==> src/rtl/alu_sequencer.sv <==
// Sequences multi-iteration commands through an external combinational ALU.
// Each iteration is EXEC (ALU evaluates, result captured) then WB (accumulator loaded).
module alu_sequencer (
    input  logic        clk,
    input  logic        rst_n,
    input  logic        cmd_valid,
    output logic        cmd_ready,
    input  logic [2:0]  cmd_op,
    input  logic [15:0] cmd_operand,
    input  logic [3:0]  cmd_count,
    input  logic        cmd_stop_z,
    input  logic        z_clear,
    output logic [2:0]  alu_ctrl,
    output logic [15:0] alu_a,
    output logic [15:0] alu_r,
    input  logic [15:0] alu_result,
    output logic [15:0] acc,
    output logic        z,
    output logic        busy,
    output logic        done,
    output logic        err
);

    typedef enum logic [1:0] {
        ST_IDLE = 2'd0,
        ST_EXEC = 2'd1,
        ST_WB   = 2'd2
    } state_t;

    localparam logic [2:0] OP_SUB = 3'b010;
    localparam logic [2:0] OP_ILL = 3'b111;

    state_t      state_q, state_d;
    logic [2:0]  op_q, op_d;
    logic [15:0] operand_q, operand_d;
    logic [3:0]  count_q, count_d;
    logic        stop_z_q, stop_z_d;
    logic [3:0]  iter_q, iter_d;
    logic [15:0] res_q, res_d;
    logic [15:0] acc_q, acc_d;
    logic        z_q, z_d;
    logic        z_set_s;
    logic        abort_s;
    logic        last_s;

    // An early abort only happens on a zero SUB result with stop_z armed.
    assign abort_s = (op_q == OP_SUB) && stop_z_q && (res_q == 16'h0000);
    assign last_s  = abort_s || (iter_q == count_q);

    // State register.
    always_ff @(posedge clk or negedge rst_n) begin
        if (!rst_n) begin
            state_q <= ST_IDLE;
        end else begin
            state_q <= state_d;
        end
    end

    // Next-state logic.
    always_comb begin
        state_d = state_q;
        case (state_q)
            ST_IDLE: begin
                if (cmd_valid) begin
                    state_d = ST_EXEC;
                end else begin
                    state_d = ST_IDLE;
                end
            end
            ST_EXEC: state_d = ST_WB;
            ST_WB: begin
                if (last_s) begin
                    state_d = ST_IDLE;
                end else begin
                    state_d = ST_EXEC;
                end
            end
            default: state_d = ST_IDLE;
        endcase
    end

    // Datapath next values: command latch, result capture, accumulator and zero flag.
    always_comb begin
        op_d      = op_q;
        operand_d = operand_q;
        count_d   = count_q;
        stop_z_d  = stop_z_q;
        iter_d    = iter_q;
        res_d     = res_q;
        acc_d     = acc_q;
        z_set_s   = 1'b0;
        case (state_q)
            ST_IDLE: begin
                if (cmd_valid) begin
                    op_d      = cmd_op;
                    operand_d = cmd_operand;
                    count_d   = cmd_count;
                    stop_z_d  = cmd_stop_z;
                    iter_d    = 4'd0;
                end else begin
                    iter_d    = iter_q;
                end
            end
            ST_EXEC: res_d = alu_result;
            ST_WB: begin
                if (op_q != OP_ILL) begin
                    acc_d = res_q;
                end else begin
                    acc_d = acc_q;
                end
                iter_d  = iter_q + 4'd1;
                z_set_s = (op_q == OP_SUB) && (res_q == 16'h0000);
            end
            default: res_d = res_q;
        endcase
        // A clear request takes priority over a simultaneous set.
        if (z_clear) begin
            z_d = 1'b0;
        end else if (z_set_s) begin
            z_d = 1'b1;
        end else begin
            z_d = z_q;
        end
    end

    // Datapath registers.
    always_ff @(posedge clk or negedge rst_n) begin
        if (!rst_n) begin
            op_q      <= 3'b000;
            operand_q <= 16'h0000;
            count_q   <= 4'd0;
            stop_z_q  <= 1'b0;
            iter_q    <= 4'd0;
            res_q     <= 16'h0000;
            acc_q     <= 16'h0000;
            z_q       <= 1'b0;
        end else begin
            op_q      <= op_d;
            operand_q <= operand_d;
            count_q   <= count_d;
            stop_z_q  <= stop_z_d;
            iter_q    <= iter_d;
            res_q     <= res_d;
            acc_q     <= acc_d;
            z_q       <= z_d;
        end
    end

    // Output decode.
    always_comb begin
        cmd_ready = (state_q == ST_IDLE);
        busy      = (state_q != ST_IDLE);
        if ((state_q == ST_EXEC) && (op_q != OP_ILL)) begin
            alu_ctrl = op_q;
        end else begin
            alu_ctrl = 3'b000;
        end
        done  = (state_q == ST_WB) && last_s;
        err   = done && (op_q == OP_ILL);
        alu_a = acc_q;
        alu_r = operand_q;
        acc   = acc_q;
        z     = z_q;
    end

endmodule

==> config.mk <==
export PLATFORM = sky130hd
export DESIGN_NAME = alu_sequencer
export DESIGN_NICKNAME = d
export VERILOG_FILES = /design/src/rtl/alu_sequencer.sv
export SDC_FILE = /design/constraint.sdc
export NUM_CORES = 1
export LEC_CHECK = 0
export ABC_AREA = 1
export CAP_MARGIN = 20
export CORE_MARGIN = 4
export CORE_UTILIZATION = 45
export DETAILED_ROUTE_END_ITERATION = 7
export PLACE_DENSITY = 0.78
export SYNTH_ARGS = -nofsm -noshare
export SYNTH_HDL_FRONTEND = slang
export SYNTH_SLANG_ARGS = --single-unit
==> constraint.sdc <==
create_clock -name clk -period 1.7 [get_ports clk]
set_input_delay 0.34 -clock clk [delete_from_list [all_inputs] [get_ports clk]]
set_output_delay 0.34 -clock clk [all_outputs]
set_load 0.1 [all_outputs]
=== Yosys cells after proc, flatten, opt, wreduce, memory -nomap -nowiden ===
Cells that the tools add are included.

* Bits in registers: 63
* Input port bits: 44
* Output and inout bits: 56
* Word-level logic and storage cells: 41

* $add $sub $neg: 1
* Equality and inequality tests: 7
* Mux-type cells: 9
* Reductions and logical operators: 15

{| class="wikitable"
|+ Operator list
! cell !! count
|-
| $logic_not A16 Y1 || 1
|-
| $pmux W4 S2 || 1
|-
| $logic_and A1 B1 Y1 || 6
|-
| $pmux W2 S3 || 1
|-
| $reduce_and A2 Y1 || 3
|-
| $reduce_bool A2 Y1 || 3
|-
| $mux W1 || 5
|-
| $add A4 B1 Y4 const B || 1
|-
| $eq A4 B4 Y1 || 1
|-
| $mux W4 || 1
|-
| $eq A3 B2 Y1 const B || 1
|-
| $eq A3 B3 Y1 const B || 1
|-
| $mux W3 || 1
|-
| $ne A3 B3 Y1 const B || 1
|-
| $eq A2 B1 Y1 const B || 1
|-
| $eq A2 B2 Y1 const B || 1
|-
| $logic_not A2 Y1 || 1
|-
| $ne A2 B2 Y1 const B || 1
|-
| $logic_or A1 B1 Y1 || 1
|}

=== Longest topological paths before layout ===
Gate-level depths: netlist of the first run.

* Depth in word-level cells: 6
* Gate-level depth with buffers: 8
* Mapped depth without buffers: 8

=== Worst setup path before layout of the first run ===
OpenSTA, ideal clock, no wires.

* Path kind: reg-to-output
* Start point: register res_q[7]
* End point: output port err
* Arrival time: 2.095 ns
* Data required time: 1.360 ns
* Setup slack: -0.735 ns
* Cell stages (with the launch flop): 8
* Buffers on the path: 0
* Cell sequence: dfrtp_1 nor2_1 nand2_1 nor2_1 nand3_1 nand2_1 nand2_1 nor2_1

* Longest elaborated chain between the ends: 5

{| class="wikitable"
|+ Ends and longest elaborated chain
! what !! line !! source
|-
| start: declaration || 39 || <nowiki>logic [15:0] res_q, res_d;</nowiki>
|-
| start signal: assignment || 143 || <nowiki>res_q <= res_d;</nowiki>
|-
| $logic_not A16 Y1 || 47 || <nowiki>assign abort_s = (op_q == OP_SUB) && stop_z_q && (res_q == 16'h0000);</nowiki>
|-
| $logic_and A1 B1 Y1 || 47 ||
|-
| $logic_or A1 B1 Y1 || 48 || <nowiki>assign last_s = abort_s || (iter_q == count_q);</nowiki>
|-
| $logic_and A1 B1 Y1 || 158 || <nowiki>done = (state_q == ST_WB) && last_s;</nowiki>
|-
| $logic_and A1 B1 Y1 || 159 || <nowiki>err = done && (op_q == OP_ILL);</nowiki>
|-
| end: declaration || 21 || <nowiki>output logic err</nowiki>
|}

Every way passes these cells.

=== Final worst setup path of the first run ===
* Start point: register res_q[4]
* End point: output port err

Same word-level chain as after synthesis.

==> metrics.csv, run 1 <==
metric,value,unit
drt.antenna.violating_nets,0,
final_critical_path_setup_slack,-0.296,ns
first_pass_iters,4,
synthToLayoutAreaGrowth,69.1,%
port_buffers,99,
clkSlewWorstSetupHoldPaths,0.07,ns
floorplan.die.height,87.1,um
final.setup_skew,0.00799,ns
finalSetupViolations,5,
cap_viol_max_count,0,
post-synth-top-area-cell,sky130_fd_sc_hd__dfrtp_1,
synth_nets,301,
cts-root-to-sink-buffers,2,
met3_usage,5.58,%
synth.distinct_cells,22,
grt_pass1_wl,10600,um
holdWs,0.000428,ns
globalRouteMet2Util,31.4,%
timing.critical_path.required,1.36,ns
yosysWarningCount,0,
via_count_of_the_first_global_routing_pass,2226,
globalplace.congestion,0.750,
outcome,finished with violations,
detailroute.via_count,2164,
setup_repair_after_global_routing_missed_its_margin,true,
floorplan.rows,28,
setup.worst_path.start_class,flop,
crit_arrival,1.66,ns
post_route_cells_drive_above_1_share,40.2,%
start_util,47.0,%
layout.cells.most_common,sky130_fd_sc_hd__dfrtp_1,
top_level_port_count,100,
final_nets,408,
clkSinkCount,63,
globalRoute.busiestLayer,met2,
worst_skew_pair.late_latency,0.33,ns
timing_worst_slew_pin_value,0.353,ns
gr-usage-all-layers,18.5,%
core_region_area,5990,sq um
final-hold-violation-count,0,
drt-initial-drc-count,89,
netlist_area,2820,sq um
cts_buffers,9,
synth.area.top_cells,"sky130_fd_sc_hd__dfrtp_1 56%, sky130_fd_sc_hd__mux2_4 15%, sky130_fd_sc_hd__nand2_1 8.3%",
drt_drc_violations_left,0,
total_of_fill_cells_in_the_finished_design,357,
violated_checks,setup timing,
ctsRootBufferMaster,sky130_fd_sc_hd__clkbuf_8,
yosys_register_bits,63,
maxClockFrequency,501,MHz
gr-total-overflow,0,
synth-seq-area-share,56.0,%
maximum_number_of_pins_on_one_net_before_global_route_repair,64,
drt_wl_total,6820,um
grt.met1_usage,21.8,%
syn_area_per_cell,11.0,sq um
post_drt_wl_per_cell,15.4,um
maxSlewViolCount,0,
yosysTopAreaCellShare,56.0,%
worst_hold_path_type,input port to asynchronous set/reset pin,
die_w,87.1,um
ctsHtreeMaxLevel,3,
slew_headroom,76.5,%
dp_hpwl,4770,um
timing_worst_setup_path_type,flop to primary output,
insertedDiodeCount,0,
critical_path.max_fanout,3,
antenna_found_initial,0,
period_needed,2.00,ns
synthCells,256,
mostFrequentLayoutCells,"63 x sky130_fd_sc_hd__dfrtp_1, 58 x sky130_fd_sc_hd__buf_12, 57 x sky130_fd_sc_hd__nand2_1",
crit_path_end_kind,primary output,
dieArea,7590,sq um
layout_worst_path_cycle_share,117,%
clock_tree_from_tritoncts,yes,
route.detailed.vias_per_inst,4.88,
==> routing by layer <==
metal | wire length [um] | vias to the layer above
met5 | 0 | -
li1 | - | 1012
met1 | 2610 | 1055
met4 | 143 | 0
met3 | 472 | 12
met2 | 3600 | 85
==> metrics by stage <==
step	cells	cell area, sq um	setup TNS, ns	worst slack, ns	utilization [%]
final	443	4760	-0.885	-0.296	79.4
after global routing	443	4760	-1.26	-0.387	79.4
after floorplan	256	2850	-0.564	-0.172	-
after detailed placement	417	4420	0	0.0141	73.7
after global placement	417	4420	0	0.0398	73.7
after CTS	440	4700	-0.958	-0.261	78.5
==> synth_stat cells, drive strengths merged <==
library cell   n
nand2         65
dfrtp         63
mux2          31
buf           24
inv           21
nor2          21
o21ai         12
nand3          6
a21oi          5
xnor2          3
ha             1
nand3b         1
o211ai         1
o22ai          1
o31ai          1
==> logic make-up after synthesis <==
logic type | Yosys count | share of synthesized area, %
compound gates | 20 | 3.78
xor+xnor | 3 | 0.934
simple gates | 93 | 13.3
buf+inv | 45 | 9.24
mux | 31 | 16.3
flops | 63 | 56.0
fa+ha+maj | 1 | 0.444
==> final cells by class <==
type | count | area (sq um) | area share, %
multi-input cells | 148 | 1060 | 22.2
clock buffers | 13 | 169 | 3.55
clock inverters | 3 | 40.0 | 0.841
inverters | 21 | 92.6 | 1.95
well taps | 75 | 93.8 | 1.97
repair buffers | 120 | 1730 | 36.3
flip-flops and latches | 63 | 1580 | 33.1
==> worst max-delay path, stage by stage, from the launching register on <==
cell and delay (ns):
sky130_fd_sc_hd__dfrtp_1 0.41, sky130_fd_sc_hd__nor2_1 0.12, sky130_fd_sc_hd__nand2_1 0.10, sky130_fd_sc_hd__nor2_4 0.16
sky130_fd_sc_hd__nand3_2 0.10, sky130_fd_sc_hd__nand2_2 0.09, sky130_fd_sc_hd__nand2_4 0.06, sky130_fd_sc_hd__nor2_4 0.10
sky130_fd_sc_hd__buf_12 0.18
==> repair_timing <==
item	in CTS	in global routing
hold buffers	0	0
endpoints found under the setup margin	5	5
resized for setup	6	10
buffers inserted	7	3
pin swaps	2	2
==> registers in the layout, summed over array words and instances, names as in the netlist <==
register and flops:
state_q 2, res_q 16, z 1, acc 16
stop_z_q 1, op_q 3, alu_r 16, count_q 4
iter_q 4
==> final timing paths <==
| check | start | endpoint | slack (ns) | cells past startpoint |
|---|---|---|---|---|
| min in group clk | z_clear | z$_DFFE_PN0P_ | 0.53 | 2 |
| worst min-delay path | rst_n | acc[0]$_DFFE_PN0P_ | 0.0004 | 2 |
| worst max register to register | state_q[1]$_DFF_PN0_ | res_q[5]$_DFFE_PN0N_ | 0.23 | 5 |
| worst min register to register | res_q[6]$_DFFE_PN0N_ | res_q[6]$_DFFE_PN0N_ | 0.53 | 2 |
| worst max-delay path | res_q[4]$_DFFE_PN0N_ | err | -0.30 | 8 |
| max in group asynchronous | rst_n | alu_r[6]$_DFFE_PN0P_ | 1.40 | 2 |
Power of run 1 is left out: the tool's default activity adds up to more than one toggle a clock period on the data nets, which glitch-free logic cannot reach.
==> run 2, diff against run 1 <==
--- a/config.mk
+++ b/config.mk
@@ -7,10 +7,12 @@
 export LEC_CHECK = 0
 export ABC_AREA = 1
 export CAP_MARGIN = 20
+export CELL_PAD_IN_SITES_DETAIL_PLACEMENT = 2
+export CELL_PAD_IN_SITES_GLOBAL_PLACEMENT = 2
 export CORE_MARGIN = 4
-export CORE_UTILIZATION = 45
+export CORE_UTILIZATION = 27
 export DETAILED_ROUTE_END_ITERATION = 7
-export PLACE_DENSITY = 0.78
+export PLACE_DENSITY = 0.77
 export SYNTH_ARGS = -nofsm -noshare
 export SYNTH_HDL_FRONTEND = slang
 export SYNTH_SLANG_ARGS = --single-unit
==> metrics.csv, run 2 (synthesis results as in run 1) <==
metric,value,unit,change
holdWs,-0.00999,ns,-0.0104 ns
first_pass_iters,2,,-2
violated_checks,"hold timing, setup timing",,
clock_tree_from_tritoncts,yes,,
maximum_number_of_pins_on_one_net_before_global_route_repair,64,,unchanged
timing_worst_slew_pin_value,0.352,ns,-0.00109 ns
multiInputGateArea,1070,sq um,+0.71%
maxSlewViolCount,0,,unchanged
slew_headroom,76.6,%,+0.099 points
finish.cell_count_without_fillers,511,,+15%
setup_repair_after_global_routing_missed_its_margin,true,,
port_buffers,99,,unchanged
grt_pass1_wl,14300,um,+34%
dp_hpwl,6620,um,+39%
drt_drc_violations_left,0,,unchanged
synthToLayoutAreaGrowth,73.6,%,
timing_worst_setup_path_type,flop to primary output,,
ctsRootBufferMaster,sky130_fd_sc_hd__clkbuf_8,,
drt-initial-drc-count,38,,-57%
clkSinkCount,63,,unchanged
finalInstanceArea,4890,sq um,+2.7%
globalRoute.busiestLayer,met2,,
outcome,finished with violations,,
dieArea,12100,sq um,+60%
worst_hold_path_type,input port to asynchronous set/reset pin,,
crit_arrival,1.74,ns,+0.08 ns
cts_hold_bufs,0,,unchanged
cts-root-to-sink-buffers,2,,unchanged
period_needed,2.08,ns,+0.0889 ns
globalRouteMet2Util,31.0,%,-0.42 points
maxClockFrequency,480,MHz,-4.3%
cap_viol_max_count,0,,unchanged
crit_path_end_kind,primary output,,
core_region_area,10200,sq um,+71%
ctsHtreeMaxLevel,3,,unchanged
route.detailed.vias_per_inst,4.42,,-9.6%
insertedDiodeCount,0,,unchanged
grt.met1_usage,16.3,%,-5.5 points
drt_wl_total,9370,um,+37%
worst_skew_pair.late_latency,0.35,ns,+0.02 ns
antenna_found_initial,0,,unchanged
globalplace.congestion,0.702,,-6.4%
final_nets,415,,+1.7%
floorplan.die.height,110,um,+26%
gr-usage-all-layers,16.0,%,-2.5 points
setup.worst_path.start_class,flop,,
final.setup_skew,0.0113,ns,+0.00333 ns
via_count_of_the_first_global_routing_pass,2652,,+19%
top_level_port_count,100,,unchanged
cts_buffers,9,,unchanged
total_of_fill_cells_in_the_finished_design,1004,,+180%
area.sequential,1580,sq um,about the same
finalSetupViolations,5,,unchanged
post_drt_wl_per_cell,18.3,um,+19%
gr-total-overflow,0,,unchanged
placed_cells,487,,+17%
start_util,27.5,%,-19 points
final-hold-violation-count,5,,+5
floorplan.rows,37,,+32%
final_critical_path_setup_slack,-0.384,ns,-0.0889 ns
detailroute.via_count,2257,,+4.3%
drt.antenna.violating_nets,0,,unchanged
die_w,110,um,+26%
post_route_cells_drive_above_1_share,42.1,%,+1.9 points
layout_worst_path_cycle_share,123,%,+5.2 points
clkSlewWorstSetupHoldPaths,0.08,ns,about the same
met3_usage,3.38,%,-2.2 points
layout.cells.most_common,sky130_fd_sc_hd__dfrtp_1,,
timing.critical_path.required,1.36,ns,about the same
mostFrequentLayoutCells,"62 x sky130_fd_sc_hd__dfrtp_1, 58 x sky130_fd_sc_hd__buf_12, 57 x sky130_fd_sc_hd__nand2_1",,
placement.cell_area,4560,sq um,+3.3%
critical_path.max_fanout,2,,-1
## run 2: cell count changes in the layout (fill, tap and decap cells not counted), moves of 2 or more
cell,before,now
sky130_fd_sc_hd__buf_4,19,24
sky130_fd_sc_hd__clkinvlp_4,3,7
sky130_fd_sc_hd__clkbuf_8,12,9
sky130_fd_sc_hd__inv_1,16,13
sky130_fd_sc_hd__inv_2,1,3
## run 2: timing repair
action,4_1_cts,5_1_grt
buffers inserted,7,4
pin swaps,4,2
gates resized for setup,13,11
cloned,0,1
setup endpoints to repair,5,16
## run 2: worst paths after layout
kind | from | to | slack (ns) | cells after the start
max | op_q[0]$_DFFE_PN0P_ | err | -0.38 | 8
min | rst_n | acc[3]$_DFFE_PN0P_ | -0.01 | 2
max reg2reg | state_q[1]$_DFF_PN0_ | acc[4]$_DFFE_PN0P_ | 0.16 | 4
min reg2reg | iter_q[3]$_DFFE_PN0P_ | iter_q[3]$_DFFE_PN0P_ | 0.53 | 1
max in group asynchronous | rst_n | acc[5]$_DFFE_PN0P_ | 1.42 | 2
min in group clk | alu_result[10] | res_q[10]$_DFFE_PN0N_ | 0.53 | 3
## run 2: stage by stage
stage                     utilization (%)  setup TNS [ns]  hold WS, ns  setup slack [ns]
after floorplan                         -          -0.564       0.0444            -0.172
after global placement               44.6               0        0.383            0.0158
after detailed placement             44.6          -0.269        0.388            -0.146
after CTS                            47.3           -1.29      0.00434            -0.430
after global routing                 47.8           -1.41      0.00685            -0.491
final                                47.8          -0.964     -0.00999            -0.384
## run 2: metal layers
metal / up-vias / routed length (um)
li1: 1026 / -
met1: 1146 / 3310
met2: 64 / 5380
met3: 21 / 415
met4: 0 / 262
met5: - / 0
## run 2: area by class of cell
type / count / area share (%)
clock buffers: 11 / 2.69
clock inverters: 5 / 1.20
inverters: 21 / 1.97
multi-input cells: 148 / 21.8
flip-flops and latches: 63 / 32.3
well taps: 136 / 3.48
repair buffers: 126 / 36.4
repair inverters: 1 / 0.154
## run 2: worst max-delay path: stages, from the launching register on
cell and delay [ns]:
sky130_fd_sc_hd__dfrtp_1 0.41, sky130_fd_sc_hd__inv_2 0.09, sky130_fd_sc_hd__nand3b_1 0.14, sky130_fd_sc_hd__nor2_2 0.17, sky130_fd_sc_hd__nand3_2 0.11, sky130_fd_sc_hd__nand2_2 0.11, sky130_fd_sc_hd__nand2_4 0.09, sky130_fd_sc_hd__nor2_4 0.11
sky130_fd_sc_hd__buf_12 0.18
Power of run 2 is left out for the same reason.
==> run 3, diff against run 2 <==
==> config.mk (replaced) <==
export PLATFORM = sky130hd
export DESIGN_NAME = alu_sequencer
export DESIGN_NICKNAME = d
export VERILOG_FILES = /design/src/rtl/alu_sequencer.sv
export SDC_FILE = /design/constraint.sdc
export NUM_CORES = 1
export LEC_CHECK = 0
export ABC_AREA = 1
export CAP_MARGIN = 20
export CELL_PAD_IN_SITES_DETAIL_PLACEMENT = 1
export CELL_PAD_IN_SITES_GLOBAL_PLACEMENT = 1
export CORE_MARGIN = 4
export CORE_UTILIZATION = 34
export DETAILED_ROUTE_END_ITERATION = 7
export PLACE_DENSITY = 0.78
export SYNTH_ARGS = -nofsm -noshare
export SYNTH_HDL_FRONTEND = slang
export SYNTH_SLANG_ARGS = --single-unit
==> constraint.sdc (replaced) <==
create_clock -name clk -period 2.25 [get_ports clk]
set_input_delay 0.45 -clock clk [delete_from_list [all_inputs] [get_ports clk]]
set_output_delay 0.45 -clock clk [all_outputs]
set_load 0.1 [all_outputs]
==> metrics.csv, run 3 (synthesis results as in run 1) <==
metric,value,unit,change
critical_path.max_fanout,3,,+1
post_route_cells_drive_above_1_share,32.8,%,-9.4 points
floorplan.rows,32,,-14%
clkSinkCount,63,,unchanged
worst_skew_pair.late_latency,0.33,ns,-0.02 ns
crit_path_end_kind,primary output,,
ctsHtreeMaxLevel,3,,unchanged
timing_worst_setup_path_type,flop to primary output,,
period_needed,2.10,ns,
layout_worst_path_cycle_share,93.4,%,
clock_tree_from_tritoncts,yes,,
placement.cell_area,3730,sq um,-18%
timing.critical_path.required,1.80,ns,+0.44 ns
crit_path_top_delay_cell,sky130_fd_sc_hd__dfrtp_1,,
drt_drc_violations_left,0,,unchanged
timing.critical_path.cells,"nor2_1, nand2_1, nor2_2, nand3_1, nand2_1, nand2_1, nor2_4, buf_12",,
worst_hold_path_type,input port to asynchronous set/reset pin,,
cts_buffers,9,,unchanged
start_util,35.7,%,+8.2 points
floorplan.die.height,99.0,um,-10%
die_w,99.0,um,-10%
via_count_of_the_first_global_routing_pass,2268,,-14%
outcome,finished clean,,
route.detailed.vias_per_inst,4.60,,+4.2%
cts-root-to-sink-buffers,2,,unchanged
drt_wl_total,6840,um,-27%
first_pass_iters,4,,+2
final-hold-violation-count,0,,-5
top_level_port_count,100,,unchanged
final_critical_path_setup_slack,0.150,ns,+0.534 ns
setup.worst_path.start_class,flop,,
timing_worst_slew_pin_value,0.348,ns,-0.00331 ns
dp_hpwl,4900,um,-26%
grt_pass1_wl,11200,um,-22%
gr-usage-all-layers,14.5,%,-1.6 points
cts_setup_buffers,0,,-7
maximum_number_of_pins_on_one_net_before_global_route_repair,64,,unchanged
drt-initial-drc-count,48,,+26%
cpPeakStageDelay,0.40,ns,about the same
place_worst_setup_slack,0.430,ns,+0.576 ns
crit_arrival,1.65,ns,-0.09 ns
clkSlewWorstSetupHoldPaths,0.07,ns,about the same
synthToLayoutAreaGrowth,40.9,%,
drt.antenna.violating_nets,0,,unchanged
critical-path-top-cell-by-count,sky130_fd_sc_hd__nand2_1,,
layout.core_utilization,50.3,%,+2.5 points
placed_cells,437,,-10%
setup_repair_after_global_routing_missed_its_margin,false,,
insertedDiodeCount,0,,unchanged
gr-total-overflow,0,,unchanged
antenna_found_initial,0,,unchanged
layout.cells.most_common,sky130_fd_sc_hd__dfrtp_1,,
final_nets,391,,-5.8%
maxSlewViolCount,0,,unchanged
port_buffers,99,,unchanged
ctsRootBufferMaster,sky130_fd_sc_hd__clkbuf_8,,
dieArea,9800,sq um,-19%
mostFrequentLayoutCells,"63 x sky130_fd_sc_hd__dfrtp_1, 62 x sky130_fd_sc_hd__nand2_1, 53 x sky130_fd_sc_hd__buf_4",,
finalInstanceArea,3970,sq um,-19%
maxClockFrequency,476,MHz,
slew_headroom,76.8,%,+0.20 points
post_drt_wl_per_cell,15.1,um,-18%
cap_viol_max_count,0,,unchanged
finalSetupViolations,0,,-5
final.setup_skew,0.00793,ns,-0.00339 ns
core_region_area,7890,sq um,-23%
finish.cell_count_without_fillers,453,,-11%
detailroute.via_count,2085,,-7.6%
globalplace.congestion,0.761,,+8.4%
run 3: cell types whose count changed in the layout (fill, tap and decap cells not counted), moves of 3 or more:
| cell | change |
|---|---|
| sky130_fd_sc_hd__nor2_4 | -4 |
| sky130_fd_sc_hd__nand2_2 | -3 |
| sky130_fd_sc_hd__inv_2 | -3 |
| sky130_fd_sc_hd__buf_12 | -51 |
| sky130_fd_sc_hd__nor2_1 | +3 |
| sky130_fd_sc_hd__nand3_1 | +3 |
| sky130_fd_sc_hd__nand2_1 | +5 |
| sky130_fd_sc_hd__clkinvlp_4 | -7 |
| sky130_fd_sc_hd__inv_1 | +7 |
| sky130_fd_sc_hd__buf_4 | +29 |
run 3: per-stage QoR:
stage                     hold slack, ns  TNS (ns)
after CTS                          0.131         0
final                              0.114         0
after global routing               0.132         0
after detailed placement           0.492         0
after global placement             0.478         0
after floorplan                    0.154    -0.190
run 3: timing repair:
item,4_1_cts,5_1_grt
setup endpoints to repair,0,2
hold buffers,0,0
gates resized for setup,0,2
run 3: path summary, 6_finish.rpt:
| check | start | to | slack (ns) | cells after the start |
|---|---|---|---|---|
| worst max-delay path | res_q[13]$_DFFE_PN0N_ | err | 0.15 | 8 |
| worst min-delay path | rst_n | acc[15]$_DFFE_PN0P_ | 0.11 | 2 |
| worst max register to register | op_q[1]$_DFFE_PN0P_ | acc[4]$_DFFE_PN0P_ | 0.76 | 3 |
| worst min register to register | res_q[6]$_DFFE_PN0N_ | res_q[6]$_DFFE_PN0N_ | 0.50 | 2 |
| max in group asynchronous | rst_n | res_q[6]$_DFFE_PN0N_ | 1.84 | 2 |
| min in group clk | res_q[6]$_DFFE_PN0N_ | res_q[6]$_DFFE_PN0N_ | 0.50 | 2 |
run 3: cell type report:
class	instances	area, sq um
fill	858	3920
sequential	63	1580
multi-input combinational	148	993
timing repair buffer	103	963
clock buffer	13	159
tap	102	128
inverter	21	81.3
clock inverter	3	65.1
run 3: worst max-delay path: cells and delay by family, from the launching register on:
kind / cells / cell delay, ns
flops: 1 / 0.40
buf+inv: 1 / 0.18
simple gates: 7 / 0.73
run 3: routing by layer:
metal / wire length (um) / vias up / track usage (%)
met4: 92 / 0 / 4.94
met3: 396 / 7 / 4.46
met1: 2740 / 1049 / 17.0
met2: 3600 / 53 / 24.9
met5: 0 / - / 0
li1: - / 976 / -
Power of run 3 is left out for the same reason.
